<file path="config.mk">
export PLATFORM = sky130hd
export DESIGN_NAME = core_scoreboard
export DESIGN_NICKNAME = d
export VERILOG_FILES = /design/src/rtl/core_scoreboard.sv
export SDC_FILE = /design/constraint.sdc
export NUM_CORES = 1
export LEC_CHECK = 0
export CAP_MARGIN = 20
export CORE_AREA = 2 2 109 111
export CTS_BUF_LIST = sky130_fd_sc_hd__clkbuf_4
export DETAILED_ROUTE_END_ITERATION = 12
export DIE_AREA = 0 0 111 113
export GPL_ROUTABILITY_DRIVEN = 0
export PLACE_DENSITY = 0.79
export SYNTH_ARGS = -nofsm -noshare
export SYNTH_HDL_FRONTEND = slang
export SYNTH_SLANG_ARGS = --single-unit
</file>
<file path="constraint.sdc">
create_clock -name CLK -period 3.3 [get_ports CLK]
set_input_delay 0.66 -clock CLK [delete_from_list [all_inputs] [get_ports CLK]]
set_output_delay 0.66 -clock CLK [all_outputs]
set_load 0.005 [all_outputs]
</file>
<file path="src/rtl/core_scoreboard.sv">
// Issue-stage hazard controller: pending-write bitmaps for the integer and FP
// register files plus the occupancy sequencer for the shared iterative FP unit.
// Optional feature macro: SCB_WB_BYPASS_EN (same-cycle writeback masks hazards).
module core_scoreboard #(
  parameter int LONG_LAT = 16,
  parameter int CNT_W    = 5
) (
  input  logic        CLK,
  input  logic        RST_N,
  input  logic        ISSUE_REQ,
  input  logic [4:0]  RS1_NUM,
  input  logic [4:0]  RS2_NUM,
  input  logic [4:0]  RD_NUM,
  input  logic        RS1_USE,
  input  logic        RS2_USE,
  input  logic        RS1_FP,
  input  logic        RS2_FP,
  input  logic        RD_WE,
  input  logic        RD_FP,
  input  logic        LONG_OP,
  input  logic        FLUSH,
  input  logic        WB_INT_VALID,
  input  logic [4:0]  WB_INT_NUM,
  input  logic        WB_FP_VALID,
  input  logic [4:0]  WB_FP_NUM,
  output logic        ISSUE_GNT,
  output logic        STALL,
  output logic        LONG_START,
  output logic        LONG_BUSY,
  output logic [31:0] PEND_INT,
  output logic [31:0] PEND_FP
);

  typedef enum logic {ST_IDLE, ST_BUSY} state_t;

  state_t           r_state;
  logic [CNT_W-1:0] r_cnt;
  logic             r_long_busy;
  logic [31:0]      r_pend_int;
  logic [31:0]      r_pend_fp;

  logic [31:0] w_clr_int, w_clr_fp;
  logic [31:0] w_set_int, w_set_fp;
  logic [31:0] w_haz_int, w_haz_fp;
  logic        w_hazard;

  always_comb begin
    // NOTE: every always_comb target gets a default first, so no latch is inferred.
    w_clr_int = '0;
    w_clr_fp  = '0;
    if (WB_INT_VALID) w_clr_int[WB_INT_NUM] = 1'b1;
    if (WB_FP_VALID)  w_clr_fp[WB_FP_NUM]   = 1'b1;
  end

`ifdef SCB_WB_BYPASS_EN
  assign w_haz_int = {r_pend_int[31:1] & ~w_clr_int[31:1], 1'b0};
  assign w_haz_fp  = r_pend_fp & ~w_clr_fp;
`else
  assign w_haz_int = {r_pend_int[31:1], 1'b0};
  assign w_haz_fp  = r_pend_fp;
`endif

  assign w_hazard = (RS1_USE & (RS1_FP ? w_haz_fp[RS1_NUM] : w_haz_int[RS1_NUM]))
                  | (RS2_USE & (RS2_FP ? w_haz_fp[RS2_NUM] : w_haz_int[RS2_NUM]))
                  | (RD_WE   & (RD_FP  ? w_haz_fp[RD_NUM]  : w_haz_int[RD_NUM]))
                  | (LONG_OP & r_long_busy);

  assign ISSUE_GNT  = ISSUE_REQ & ~FLUSH & ~w_hazard;
  assign STALL      = ISSUE_REQ & ~FLUSH &  w_hazard;
  assign LONG_START = ISSUE_GNT & LONG_OP;

  // x0 is hardwired zero, so a write to it never becomes outstanding.
  always_comb begin
    w_set_int = '0;
    w_set_fp  = '0;
    if (ISSUE_GNT && RD_WE) begin
      if (RD_FP)                w_set_fp[RD_NUM]  = 1'b1;
      else if (RD_NUM != 5'd0)  w_set_int[RD_NUM] = 1'b1;
    end
  end

  always_ff @(posedge CLK) begin
    // NOTE: sequential state uses non-blocking assignments; reset is sampled on the clock edge.
    if (!RST_N) begin
      r_pend_int <= '0;
      r_pend_fp  <= '0;
    end else begin
      // Set is OR-ed after the clear so a new write outranks a same-cycle writeback.
      r_pend_int <= (r_pend_int & ~w_clr_int) | w_set_int;
      r_pend_fp  <= (r_pend_fp  & ~w_clr_fp)  | w_set_fp;
    end
  end

  always_ff @(posedge CLK) begin
    if (!RST_N) begin
      r_state     <= ST_IDLE;
      r_cnt       <= '0;
      r_long_busy <= 1'b0;
    end else begin
      case (r_state)
        ST_IDLE: begin
          if (LONG_START) begin
            r_state     <= ST_BUSY;
            r_cnt       <= CNT_W'(LONG_LAT - 1);
            r_long_busy <= 1'b1;
          end
        end
        ST_BUSY: begin
          if (r_cnt == '0) begin
            r_state     <= ST_IDLE;
            r_long_busy <= 1'b0;
          end else begin
            r_cnt <= r_cnt - CNT_W'(1);
          end
        end
        default: begin
          r_state     <= ST_IDLE;
          r_long_busy <= 1'b0;
        end
      endcase
    end
  end

  assign LONG_BUSY = r_long_busy;
  assign PEND_INT  = r_pend_int;
  assign PEND_FP   = r_pend_fp;

endmodule

</file>
* After elaboration in Yosys (flattened, before gate mapping)
Cells that the tools add are included.
** Storage, ports and cells
- Output and inout bits :: 68
- Bits of input ports :: 38
- Logic and storage cells :: 82
- Register bits after elaboration :: 71
** Operators by class
- Eq/ne operators :: 3
- Reductions and logical operators :: 8
- Bitwise logic cells :: 20
- Magnitude comparators :: 8
- Muxes and demuxes :: 37
- Add/sub/neg operators :: 1
** Operators by type and width (number)
- $mux 32 :: 7
- $and 32x32->32 :: 2
- $not 32->32 :: 2
- $or 32x32->32 :: 2
- $bmux 1 s5 :: 6
- $lt 5x6->1 const B :: 5
- $mux 1 :: 16
- $demux 1 s5 :: 3
- $ge 5x1->1 const B :: 3
- $mux 5 :: 2
- $pmux 5 s2 :: 1
- $and 1x1->1 :: 8
- $logic_not 5->1 :: 1
- $reduce_bool 5->1 :: 1
- $sub 5x1->5 const B :: 1
- $logic_and 1x1->1 :: 4
- $ne 2x2->1 const B :: 2
- $pmux 1 s2 :: 2
- $reduce_and 2->1 :: 2
- $not 1->1 :: 3
- $or 1x1->1 :: 3
- $ne 2x1->1 const B :: 1

* Logic depth before layout (Yosys ltp)
- Word-level depth :: 12
- Gate-level depth with buffers :: 10
- Mapped depth without buffers :: 7

* Worst setup path before layout
No wires, ideal clock.
- Path type :: input -> output
- Start :: input RD_NUM[0]
- End :: output ISSUE_GNT
- Setup slack :: 0.072 ns
- Arrival time :: 2.568 ns
- Cell stages on the path :: 10
- Path buffers :: 3
- Data required time :: 2.640 ns
- Cells stage by stage :: buf_2 > buf_2 > mux4_2 > nand2_1 > nand2_1 > o41ai_2 > o211ai_1 > nand2b_4 > buf_2 > inv_1
** Between the ends
- Longest elaborated chain between the ends :: 8
- Elaborated cells between the ends (all ways) :: 10
** RTL lines
- from (decl) :: RTL line 13 : input logic [4:0] RD_NUM,
- $bmux 1 s5 :: RTL line 65 : | (RD_WE & (RD_FP ? w_haz_fp[RD_NUM] : w_haz_int[RD_NUM]))
- $mux 1 (implied by the code) :: RTL line 65
- $mux 1 (*) :: RTL line 65
- $and 1x1->1 (*) :: RTL line 65
- $or 1x1->1 (*) :: RTL line 65
- $or 1x1->1 (*) :: RTL line 66 : | (LONG_OP & r_long_busy);
- $not 1->1 (*) :: RTL line 68 : assign ISSUE_GNT = ISSUE_REQ & ~FLUSH & ~w_hazard;
- $and 1x1->1 (*) :: RTL line 68
- to (decl) :: RTL line 26 : output logic ISSUE_GNT,
Mark *: on every way between the ends. The rest lies on a longest branch, timed or not. The select of a mux whose other input is x is not followed.

* Worst setup path after layout
- Start :: register r_pend_int[15], in the netlist PEND_INT[15]
- End :: output LONG_START
** Between the ends
- Longest elaborated chain between the ends :: 10
- Elaborated cells between the ends (all ways) :: 18
** RTL lines
- from (decl) :: RTL line 39 : logic [31:0] r_pend_int;
- from (signal assigned) :: RTL line 89 : r_pend_int <= (r_pend_int & ~w_clr_int) | w_set_int;
- $bmux 1 s5, on equally long branches :: RTL line 63, 64
- $mux 1, on equally long branches (2 in series) :: RTL line 63, 64
- $and 1x1->1, on equally long branches :: RTL line 63, 64
- $or 1x1->1 :: RTL line 64 : | (RS2_USE & (RS2_FP ? w_haz_fp[RS2_NUM] : w_haz_int[RS2_NUM]))
- $or 1x1->1 (*) :: RTL line 65
- $or 1x1->1 (*) :: RTL line 66
- $not 1->1 (*) :: RTL line 68
- $and 1x1->1 (*) :: RTL line 68
- $and 1x1->1 (*) :: RTL line 70 : assign LONG_START = ISSUE_GNT & LONG_OP;
- to (decl) :: RTL line 28 : output logic LONG_START,
Marks and branches as above.

==> impl_metrics.tcl <==
set metrics [dict create \
    setup_violations 2 \
    antenna_left 0 \
    critPathArrivalTime_ns 2.66 \
    die_area_um2 12500 \
    io_pins 106 \
    grt_max_degree 50 \
    dieHeight_um 113 \
    layout.nets 753 \
    outcome "finished with violations" \
    pre_cts_ws_ns -0.835 \
    cts_tree "done" \
    instances_no_fill 862 \
    max_freq_ghz 0.302 \
    cts_max_level 3 \
    endpoint_kind "primary output" \
    syn_avg_cell_area_um2 9.68 \
    std_cell_rows 39 \
    dpl_cell_area_um2 6860 \
    placed_cells 827 \
    core_area_um2 11300 \
    cts_buffers 9 \
    slew_violations 0 \
    required_ns 2.64 \
    vdd_drop_max_v 0.000254 \
    grt_pass1_vias 5625 \
    drc_errors 0 \
    final_area_um2 7330 \
    drt_iter0_drc 927 \
    yosysSeqAreaShare 0.283 \
    synthTopCellsByArea "dfxtp_1 (28%), mux4_2 (15%), o211ai_1 (7.9%)" \
    finalCriticalPeriod_ns 3.32 \
    p_leak_uw 0.00278 \
    drive_above_1_share 0.344 \
    crit_fanout 3 \
    layout_setup_ws_ns -0.0165 \
    synth_edf_count 0 \
    die_x_um 111 \
    area_growth_pct 45.9 \
    relSlewSlack 0.566 \
    grt_usage 0.319 \
    initial_core_util 0.446 \
    vias 5809 \
    worstMarginPinSlew_ns 0.647 \
    final.setup.tns_ns -0.0248 \
    hold_viol_final 0 \
    min_path_type "reg2reg" \
    path_class "reg2out" \
    synth.distinct_cells 62 \
    synthArstFlopShare 0 \
    synth_area_um2 5030 \
    rsz0062_at_grt "true" \
    dr.pass1.iters 6 \
    viasPerCell 6.74 \
    violations "setup timing" \
    synth_seq_cells 71 \
    cts-root-buf "clkbuf_4" \
    synth_warnings 0 \
    synth_top_cell_by_area "dfxtp_1" \
    port_buffers 105 \
    overflow 0 \
    syn_inst 519 \
    start_kind "register" \
    grt_pass1_wl_um 31300 \
    maxCapViolCount 0 \
    antenna_found_initial 1 \
    clkLatencyLatePin_ns 0.46 \
    wl_um 20500 \
    path_clk_slew_ns 0.14 \
    hpwl_um 14800 \
    wl_per_cell_um 23.8 \
    fin_crit_sh 1.01 \
    synth_top_area_frac 0.283 \
    numClockSinks 71 \
    syn_nets 559 \
    p_per_area_nw_per_um2 256 \
    synthFlopType "dfxtp_1" \
    clock_path_buffers 2 \
    skew_ns 0.0199 \
]
## cells by family after synthesis
kind of cell,share of synthesized area
and+or+nand+nor,0.191
muxes,0.215
AOI/OAI and AO/OA,0.261
DFF,0.283
buffers and inverters,0.0448
adders and majority gates,0.00498
## stage by stage
step	utilization	total power, uW	hold WS (ns)
2_1_floorplan	-	1090	0.457
3_3_place_gp	0.609	1250	0.460
3_5_place_dp	0.609	1260	0.458
4_1_cts	0.644	1840	0.478
5_1_grt	0.650	1930	0.498
6_report	0.650	1880	0.477
## layer usage
layer,vias up,part of all wire,track usage
met3,112,0.13,0.0921
met2,471,0.46,0.519
li1,2481,-,-
met4,0,0.049,0.153
met1,2745,0.36,0.392
met5,-,0,0
## state kept, by name, indices dropped and copies added, names as in the netlist
| name | count |
|---|---|
| r_cnt | 5 |
| LONG_BUSY | 1 |
| PEND_FP | 32 |
| PEND_INT | 32 |
| r_state | 1 |
## worst paths after layout
path	start	endpoint	slack [ns]	cells after the start
hold / removal	PEND_INT[0]	PEND_INT[0]	0.48	1
setup reg to reg	PEND_INT[15]	PEND_FP[25]	0.38	11
setup / recovery	PEND_INT[15]	LONG_START	-0.02	9
hold reg to reg	PEND_INT[0]	PEND_INT[0]	0.48	1
## where the power goes
group          internal, uW  total, uW  switching [uW]
combinational           202        431             230
clock                   224        571             347
sequential              864        874            9.43
## timing repair
action | CTS | global route
setup endpoints to repair | 3 | 3
hold buffers | 0 | 0
setup buffers | 14 | 5
gates cloned | 2 | 0
pin swaps | 16 | 13
gates resized for setup | 78 | 22
## Yosys cell counts (all sizes together), types with 2 or more instances
cell type	number
o21ba	2
a221oi	3
nand2b	8
o41ai	14
and2	2
nor3b	7
nor3	10
and3b	3
nand2	54
mux2	10
or3	3
clkbuf	23
o31ai	35
or3b	6
a21oi	3
nand3b	13
nand4b	3
o311a	2
nand3	35
dfxtp	71
o21ai	16
a31oi	4
mux4	34
o211ai	53
o22ai	2
mux2i	20
nor2b	8
and3	4
a2bb2oi	2
nor2	13
buf	18
ha	2
nand4	4
o21a	2
a22oi	4
a21o	3
inv	8
## critical path, cell delays in order, from the launching register on
cell      delay, ns
dfxtp_1        0.39
mux4_2         0.49
mux2_4         0.29
nor3b_2        0.18
a2111o_1       0.18
o211ai_1       0.17
buf_4          0.18
buf_6          0.11
nor2_4         0.09
buf_2          0.13
## final cells by class
type | count | area, um2
clock buffer | 9 | 67.6
multi-input combinational | 398 | 3490
sequential | 71 | 1430
fill | 831 | 3940
tap | 143 | 179
clock inverter | 7 | 63.8
inverter | 9 | 33.8
antenna | 1 | 2.50
timing repair buffer | 224 | 2070
## layout by cell type (no fill, tap or decap), drive strengths merged, types with 14 or more instances in the layout
| master | instances |
|---|---|
| buf | 130 |
| clkdlybuf4s50 | 89 |
| dfxtp | 71 |
| nand2 | 54 |
| o211ai | 53 |
| o31ai | 35 |
| nand3 | 35 |
| mux4 | 34 |
| mux2i | 20 |
| o21ai | 16 |
| o41ai | 14 |
Note: power is estimated with default switching activity, not from simulation.
